**src/rtl/fetch_decode_reg_pkg.sv**
```systemverilog
// Shared constants and the decode-slot payload for the fetch/decode pipeline register.
package fetch_decode_reg_pkg;

    localparam int unsigned XLEN  = 32;
    localparam int unsigned EXC_W = 5;
    localparam int unsigned OP_W  = 6;

    localparam logic [XLEN-1:0]  RESET_PC   = 32'h0000_3000;
    localparam logic [XLEN-1:0]  HANDLER_PC = 32'h0000_4180;
    localparam logic [EXC_W-1:0] EXC_NONE   = 5'd0;
    localparam logic [EXC_W-1:0] EXC_ADEL   = 5'd4;

    localparam logic [OP_W-1:0] OP_SPECIAL = 6'b000000;
    localparam logic [OP_W-1:0] OP_REGIMM  = 6'b000001;
    localparam logic [OP_W-1:0] OP_J       = 6'b000010;
    localparam logic [OP_W-1:0] OP_JAL     = 6'b000011;
    localparam logic [OP_W-1:0] OP_BEQ     = 6'b000100;
    localparam logic [OP_W-1:0] OP_BNE     = 6'b000101;
    localparam logic [OP_W-1:0] OP_BLEZ    = 6'b000110;
    localparam logic [OP_W-1:0] OP_BGTZ    = 6'b000111;

    localparam logic [OP_W-1:0] FUNCT_JR   = 6'b001000;
    localparam logic [OP_W-1:0] FUNCT_JALR = 6'b001001;

    typedef struct packed {
        logic [XLEN-1:0]  pc;
        logic [XLEN-1:0]  instr;
        logic [EXC_W-1:0] exc_code;
        logic             bd;
        logic             valid;
    } d_slot_t;

    // Empty slot parked at a given PC (reset, flush and eret-kill all use this shape).
    function automatic d_slot_t empty_slot(input logic [XLEN-1:0] pc);
        d_slot_t s;
        s          = '0;
        s.pc       = pc;
        s.exc_code = EXC_NONE;
        return s;
    endfunction

endpackage

```
**src/rtl/fetch_decode_reg_branch_jump_det.sv**
```systemverilog
// Flags instruction words that are branches or jumps (their successor is a delay slot).
module branch_jump_det
    import fetch_decode_reg_pkg::*;
(
    input  logic [31:0] instr,
    output logic        is_bj
);

    logic [OP_W-1:0] opcode;
    logic [OP_W-1:0] funct;
    logic            unused_fields;

    assign opcode        = instr[31:26];
    assign funct         = instr[5:0];
    assign unused_fields = ^instr[25:6];

    always_comb begin
        is_bj = 1'b0;
        unique case (opcode)
            OP_REGIMM, OP_J, OP_JAL,
            OP_BEQ, OP_BNE, OP_BLEZ, OP_BGTZ: is_bj = 1'b1;
            OP_SPECIAL: is_bj = (funct == FUNCT_JR) || (funct == FUNCT_JALR);
            default:    is_bj = 1'b0;
        endcase
    end

endmodule

```
**src/rtl/fetch_decode_reg.sv**
```systemverilog
// IF/ID pipeline register with flush, stall, eret kill and delay-slot tracking.
module fetch_decode_reg
    import fetch_decode_reg_pkg::*;
(
    input  logic        clk,
    input  logic        reset,
    input  logic [31:0] F_PC,
    input  logic [31:0] F_Instr,
    input  logic        F_PCError,
    input  logic        stall,
    input  logic        req,
    input  logic        D_eret,
    output logic [31:0] D_PC,
    output logic [31:0] D_Instr,
    output logic [4:0]  D_ExcCode,
    output logic        D_BD,
    output logic        D_Valid
);

    d_slot_t slot;
    d_slot_t slot_nxt;
    logic    cur_is_bj;

    // Delay-slot status is decided by the instruction leaving decode, not the one entering.
    branch_jump_det u_bj_det (
        .instr (slot.instr),
        .is_bj (cur_is_bj)
    );

    always_comb begin
        slot_nxt = slot;
        if (req) begin
            slot_nxt = empty_slot(HANDLER_PC);
        end else if (stall) begin
            slot_nxt = slot;
        end else if (D_eret) begin
            slot_nxt = empty_slot(F_PC);
        end else begin
            slot_nxt.pc    = F_PC;
            slot_nxt.valid = 1'b1;
            slot_nxt.bd    = slot.valid && cur_is_bj;
            if (F_PCError) begin
                slot_nxt.instr    = '0;
                slot_nxt.exc_code = EXC_ADEL;
            end else begin
                slot_nxt.instr    = F_Instr;
                slot_nxt.exc_code = EXC_NONE;
            end
        end
    end

    always_ff @(posedge clk) begin
        if (reset) begin
            slot <= empty_slot(RESET_PC);
        end else begin
            slot <= slot_nxt;
        end
    end

    assign D_PC      = slot.pc;
    assign D_Instr   = slot.instr;
    assign D_ExcCode = slot.exc_code;
    assign D_BD      = slot.bd;
    assign D_Valid   = slot.valid;

endmodule

```
**config.mk**
```make
export PLATFORM = sky130hd
export DESIGN_NAME = fetch_decode_reg
export DESIGN_NICKNAME = d
export VERILOG_FILES = /design/src/rtl/fetch_decode_reg_pkg.sv /design/src/rtl/fetch_decode_reg_branch_jump_det.sv /design/src/rtl/fetch_decode_reg.sv
export SDC_FILE = /design/constraint.sdc
export NUM_CORES = 1
export LEC_CHECK = 0
export CORE_MARGIN = 4
export CORE_UTILIZATION = 35
export DETAILED_ROUTE_END_ITERATION = 6
export PLACE_DENSITY = 0.73
export SLEW_MARGIN = 20
export SYNTH_ARGS = -nofsm -noshare
export SYNTH_HDL_FRONTEND = slang
export SYNTH_HIERARCHICAL = 1
export SYNTH_SLANG_ARGS = --single-unit
```
**constraint.sdc**
```tcl
create_clock -name clk -period 3.1 [get_ports clk]
set_input_delay 0.31 -clock clk [delete_from_list [all_inputs] [get_ports clk]]
set_output_delay 0.31 -clock clk [all_outputs]
set_load 0.02 [all_outputs]
```
# == Yosys cells after proc, flatten, opt, wreduce, memory -nomap -nowiden ==
# Index checks and enable logic that the tools add are counted.
# word_totals
out_inout_bits,71
elab_cells,26
reg_bits,71
# op_classes
n_eq_ne,10
n_reduce_logical,5
n_mux,5
# op_table
op,n
2-to-1 mux 54 bit,2
2-to-1 mux 39 bit,1
2-to-1 mux 37 bit,1
== test 6 x 3 -> 1 bit (second input constant),4
== test 6 x 2 -> 1 bit (second input constant),2
== test 6 x 4 -> 1 bit (second input constant),2
OR reduction 7 bit,1
== test 6 x 1 -> 1 bit (second input constant),1
logical NOT 6 bit,1
inequality test 2 x 1 -> 1 bit (second input constant),1
one-hot mux 1 bit (2 select lines),1
OR reduction 2 bit,1
logical AND 1 bit,1
logical OR 1 bit,1

# == Logic depth before layout (Yosys ltp) ==
# depth
word_depth,7
depth_mapped,5
depth_no_buf,5

# == By module ==
# Netlist, hierarchy kept.
# modules_own_cells
module,n_inst,cells_per_inst,area_each_um2,seq_area_each_um2
fetch_decode_reg,1,198,2383.5,1341.3
branch_jump_det,1,4,32.5,0.0

# == Worst setup path after synthesis ==
# No wires, ideal clock.
# synth_path
kind,register -> register
startpoint,"register slot, in the netlist D_Instr[1]"
endpoint,"register slot, in the netlist D_BD"
setup_time_ns,0.070
required_time_ns,3.030
stages_incl_launch_ff,6
t_arrival_ns,1.583
setup_slack_ns,1.447
period_less_slack_ns,1.653
path_cell_list,dfxtp_1 nor3_2 nand3b_1 a2111oi_1 or4bb_1 a21oi_1
# synth_via
elab_chain_len,5
# synth_rtl
item,line_no,source
start: declaration,fetch_decode_reg.sv:20,d_slot_t slot;
start signal: assignment,fetch_decode_reg.sv:54,slot <= empty_slot(RESET_PC);
start signal: assignment,fetch_decode_reg.sv:56,slot <= slot_nxt;
== test 6 x 4 -> 1 bit,fetch_decode_reg_branch_jump_det.sv:22,OP_SPECIAL: is_bj = (funct == FUNCT_JR) || (funct == FUNCT_JALR);
logical OR 1 bit *,fetch_decode_reg_branch_jump_det.sv:22,
one-hot mux 1 bit (2 select lines) *,fetch_decode_reg_branch_jump_det.sv:19,unique case (opcode)
net cur_is_bj,fetch_decode_reg.sv:22,logic cur_is_bj;
logical AND 1 bit *,fetch_decode_reg.sv:41,slot_nxt.bd = slot.valid && cur_is_bj;
2-to-1 mux 39 bit *,fetch_decode_reg.sv:36,end else if (D_eret) begin
# Mark *: on every way through the listed nets, which the timed path passes. The rest lies on a longest branch.
# A chain may end at the register's enable or synchronous reset.

# == Final worst setup path ==
# Ends and elaborated chain as after synthesis.

==> run_results.csv <==
group,metric,value,unit
critical_path,r2r_cells,5,
critical_path,crit_required,3370,ps
final_layout,final_layout_size_suffix_gt1_share,7.60,%
synth,synthTopCellsByCount,"dfxtp_1 (67), a32o_1 (32), mux2i_1 (32)",
routing,wirelength,6490,um
place,dp_hpwl,4650,um
place,numPortBuffers,136,
critical_path,end_kind,"flop",
floorplanning,rows,30,
sta,period_share,57.1,%
routing,via_count,2079,
sta,relSlewSlack,59.6,%
global_route,overflow,0,
synth,yosysWarnings,6,
synth,ys_types,22,
synth,synthCells,202,
synth,synth_top_cell_by_area,"dfxtp_1",
synth,syn-cell-area,0.00242,sq mm
outcome,status,"completed",
global_route,grt_pass1_vias,2185,
sta,rsz0062_at_grt,"false",
floorplanning,die_w,91.1,um
final_layout,n_antenna_cell,0,
place,place_congestion,0.701,
synth,synth-seq-cells,67,
sta,fmax,565,MHz
flow_run,drv_cap,0,
floorplanning,die-area,0.00830,sq mm
critical_path,cp_data_arrival_time,2040,ps
floorplanning,core,0.00676,sq mm
sta,finalCriticalPeriod,1770,ps
sta,finClkSkew,5.39,ps
final_layout,utilization,58.6,%
routing,firstDrtPassIters,4,
synth,synth_top_area_share,55.5,%
final_layout,nets,407,
power,power_density,466,mW/mm^2
critical_path,path_class,"flop to flop",
routing,detail_route.vias_per_cell,4.93,
global_route,grt_antenna_before_repair,0,
critical_path,cp-start-kind,"flop",
global_route,grt_max_degree,40,
sta,maxSlewViolCount,0,
routing,postRouteAntennaNets,0,
sta,worstMarginPinSlew,606,ps
floorplanning,initial_utilization,35.8,%
sta,timing_hold_violations_final,0,
power,max-vdd-ir-drop,0.302,mV
clocking,htreeDepth,3,
sta,layout_setup_ws,1330,ps
critical_path,path_max_fanout,3,
synth,synth_edf_count,0,
clocking,cts_root_buffer,"clkbuf_8",
final_layout,syn_to_final_growth,63.9,%
routing,drc,0,
sta,tns,0,ps
synth,synth_ff_type,"dfxtp_1",
hold_path,min_path_type,"flop to flop",
clocking,cts_setup_buffers,0,
synth,synthArstFlopShare,0,%
global_route,grt_pass1_wl,10400,um
clocking,post_cts_resized,0,
hold_path,hold_depth,1,
floorplanning,io_pins,141,
clocking,cts_sinks,67,
floorplanning,die_h,91.1,um
global_route,grtUsageTotal,15.9,%
place,place_ws,920,ps
routing,drtIter0Drc,55,
routing,wl_per_cell,15.4,um
clocking,cts_hold_buf,0,
synth,synthMostInstantiatedCell,"dfxtp_1",
synth,seq_area_frac_synth,55.5,%
clocking,cts-buffers-inserted,9,
clocking,cts_tree,"yes",
clocking,insertion_delay,330,ps
synth,synthTopCellsByArea,"dfxtp_1 (56%), a32o_1 (13%), mux2i_1 (13%), buf_6 (4.2%), nor2_1 (4.2%)",
clocking,clk_pin_slew,70,ps
synth,syn_avg_cell_area,12.0,sq um
sta,finalSetupViolations,0,
power,p_leak,1.51,nW
clocking,cts_buffer_depth,2,
-- worst max-delay path, cell delays in order, from the launching register on --
cell       delay [ps]
dfxtp_1           330
nor3_2            170
nand3b_1          100
a2111oi_1         450
or4bb_1           530
a21oi_1           130
-- kinds of logic after synthesis --
group / share of synthesized area (%)
other: 0.155
AND/OR/NAND/NOR: 8.39
AO/OA/AOI/OAI: 15.5
buffers and inverters: 7.15
flip-flops: 55.5
multiplexers: 13.3
-- final cells by class --
cell class / instances / area (sq um)
Multi-Input combinational cell: 117 / 920
Clock buffer: 11 / 141
Timing Repair Buffer: 141 / 1400
Inverter: 1 / 3.75
Tap cell: 80 / 100
Fill cell: 615 / 2800
Clock inverter: 5 / 52.6
Sequential cell: 67 / 1340
-- stage by stage --
step	std cells	cell area, sq um	hold slack, ps	power (mW)
6_report	422	3960	464	1.85
5_1_grt	422	3960	477	1.92
4_1_cts	421	3950	466	1.88
3_5_place_dp	405	3750	453	1.17
3_3_place_gp	405	3750	447	1.16
2_1_floorplan	205	2430	379	1.03
-- routing by layer --
layer  part of all wire, %  GRT usage [%]
met1                    41           16.6
met2                    46           26.7
met3                    11           9.53
met4                   1.0           4.90
met5                     0              0
-- layout by cell type, fill, tap and decap left out, types with 2 or more instances in the layout --
| cell | synthesis | routed |
|---|---|---|
| nor2_1 | 27 | 27 |
| mux2i_1 | 32 | 32 |
| a21oi_1 | 6 | 6 |
| buf_4 | 5 | 4 |
| nand2_1 | 3 | 3 |
| conb_1 | 1 | 4 |
| clkbuf_8 | 0 | 10 |
| clkinv_2 | 0 | 3 |
| clkdlybuf4s50_1 | 0 | 135 |
| a32o_1 | 32 | 32 |
| o21bai_1 | 2 | 2 |
| dfxtp_1 | 67 | 67 |
-- worst paths after layout --
check | slack (ps) | startpoint | end
max reg2reg | 1330 | D_Instr[1]$_SDFFE_PP0N_ | D_BD$_SDFFE_PP0N_
max | 1330 | D_Instr[1]$_SDFFE_PP0N_ | D_BD$_SDFFE_PP0N_
min | 460 | D_Instr[16]$_SDFFE_PP0N_ | D_Instr[16]$_SDFFE_PP0N_
min reg2reg | 460 | D_Instr[16]$_SDFFE_PP0N_ | D_Instr[16]$_SDFFE_PP0N_
-- sequential cells by signal, indices dropped and copies added (netlist names) --
signal,flops
D_Instr,32
D_PC,32
D_BD,1
D_ExcCode,1
D_Valid,1
-- power breakdown --
part	switching (mW)	total, mW	internal [mW]
Combinational	0.106	0.252	0.146
Sequential	0.0111	0.894	0.883
Clock	0.312	0.701	0.389
Total	0.429	1.85	1.42
No activity file was read; power rests on OpenSTA's default activity.
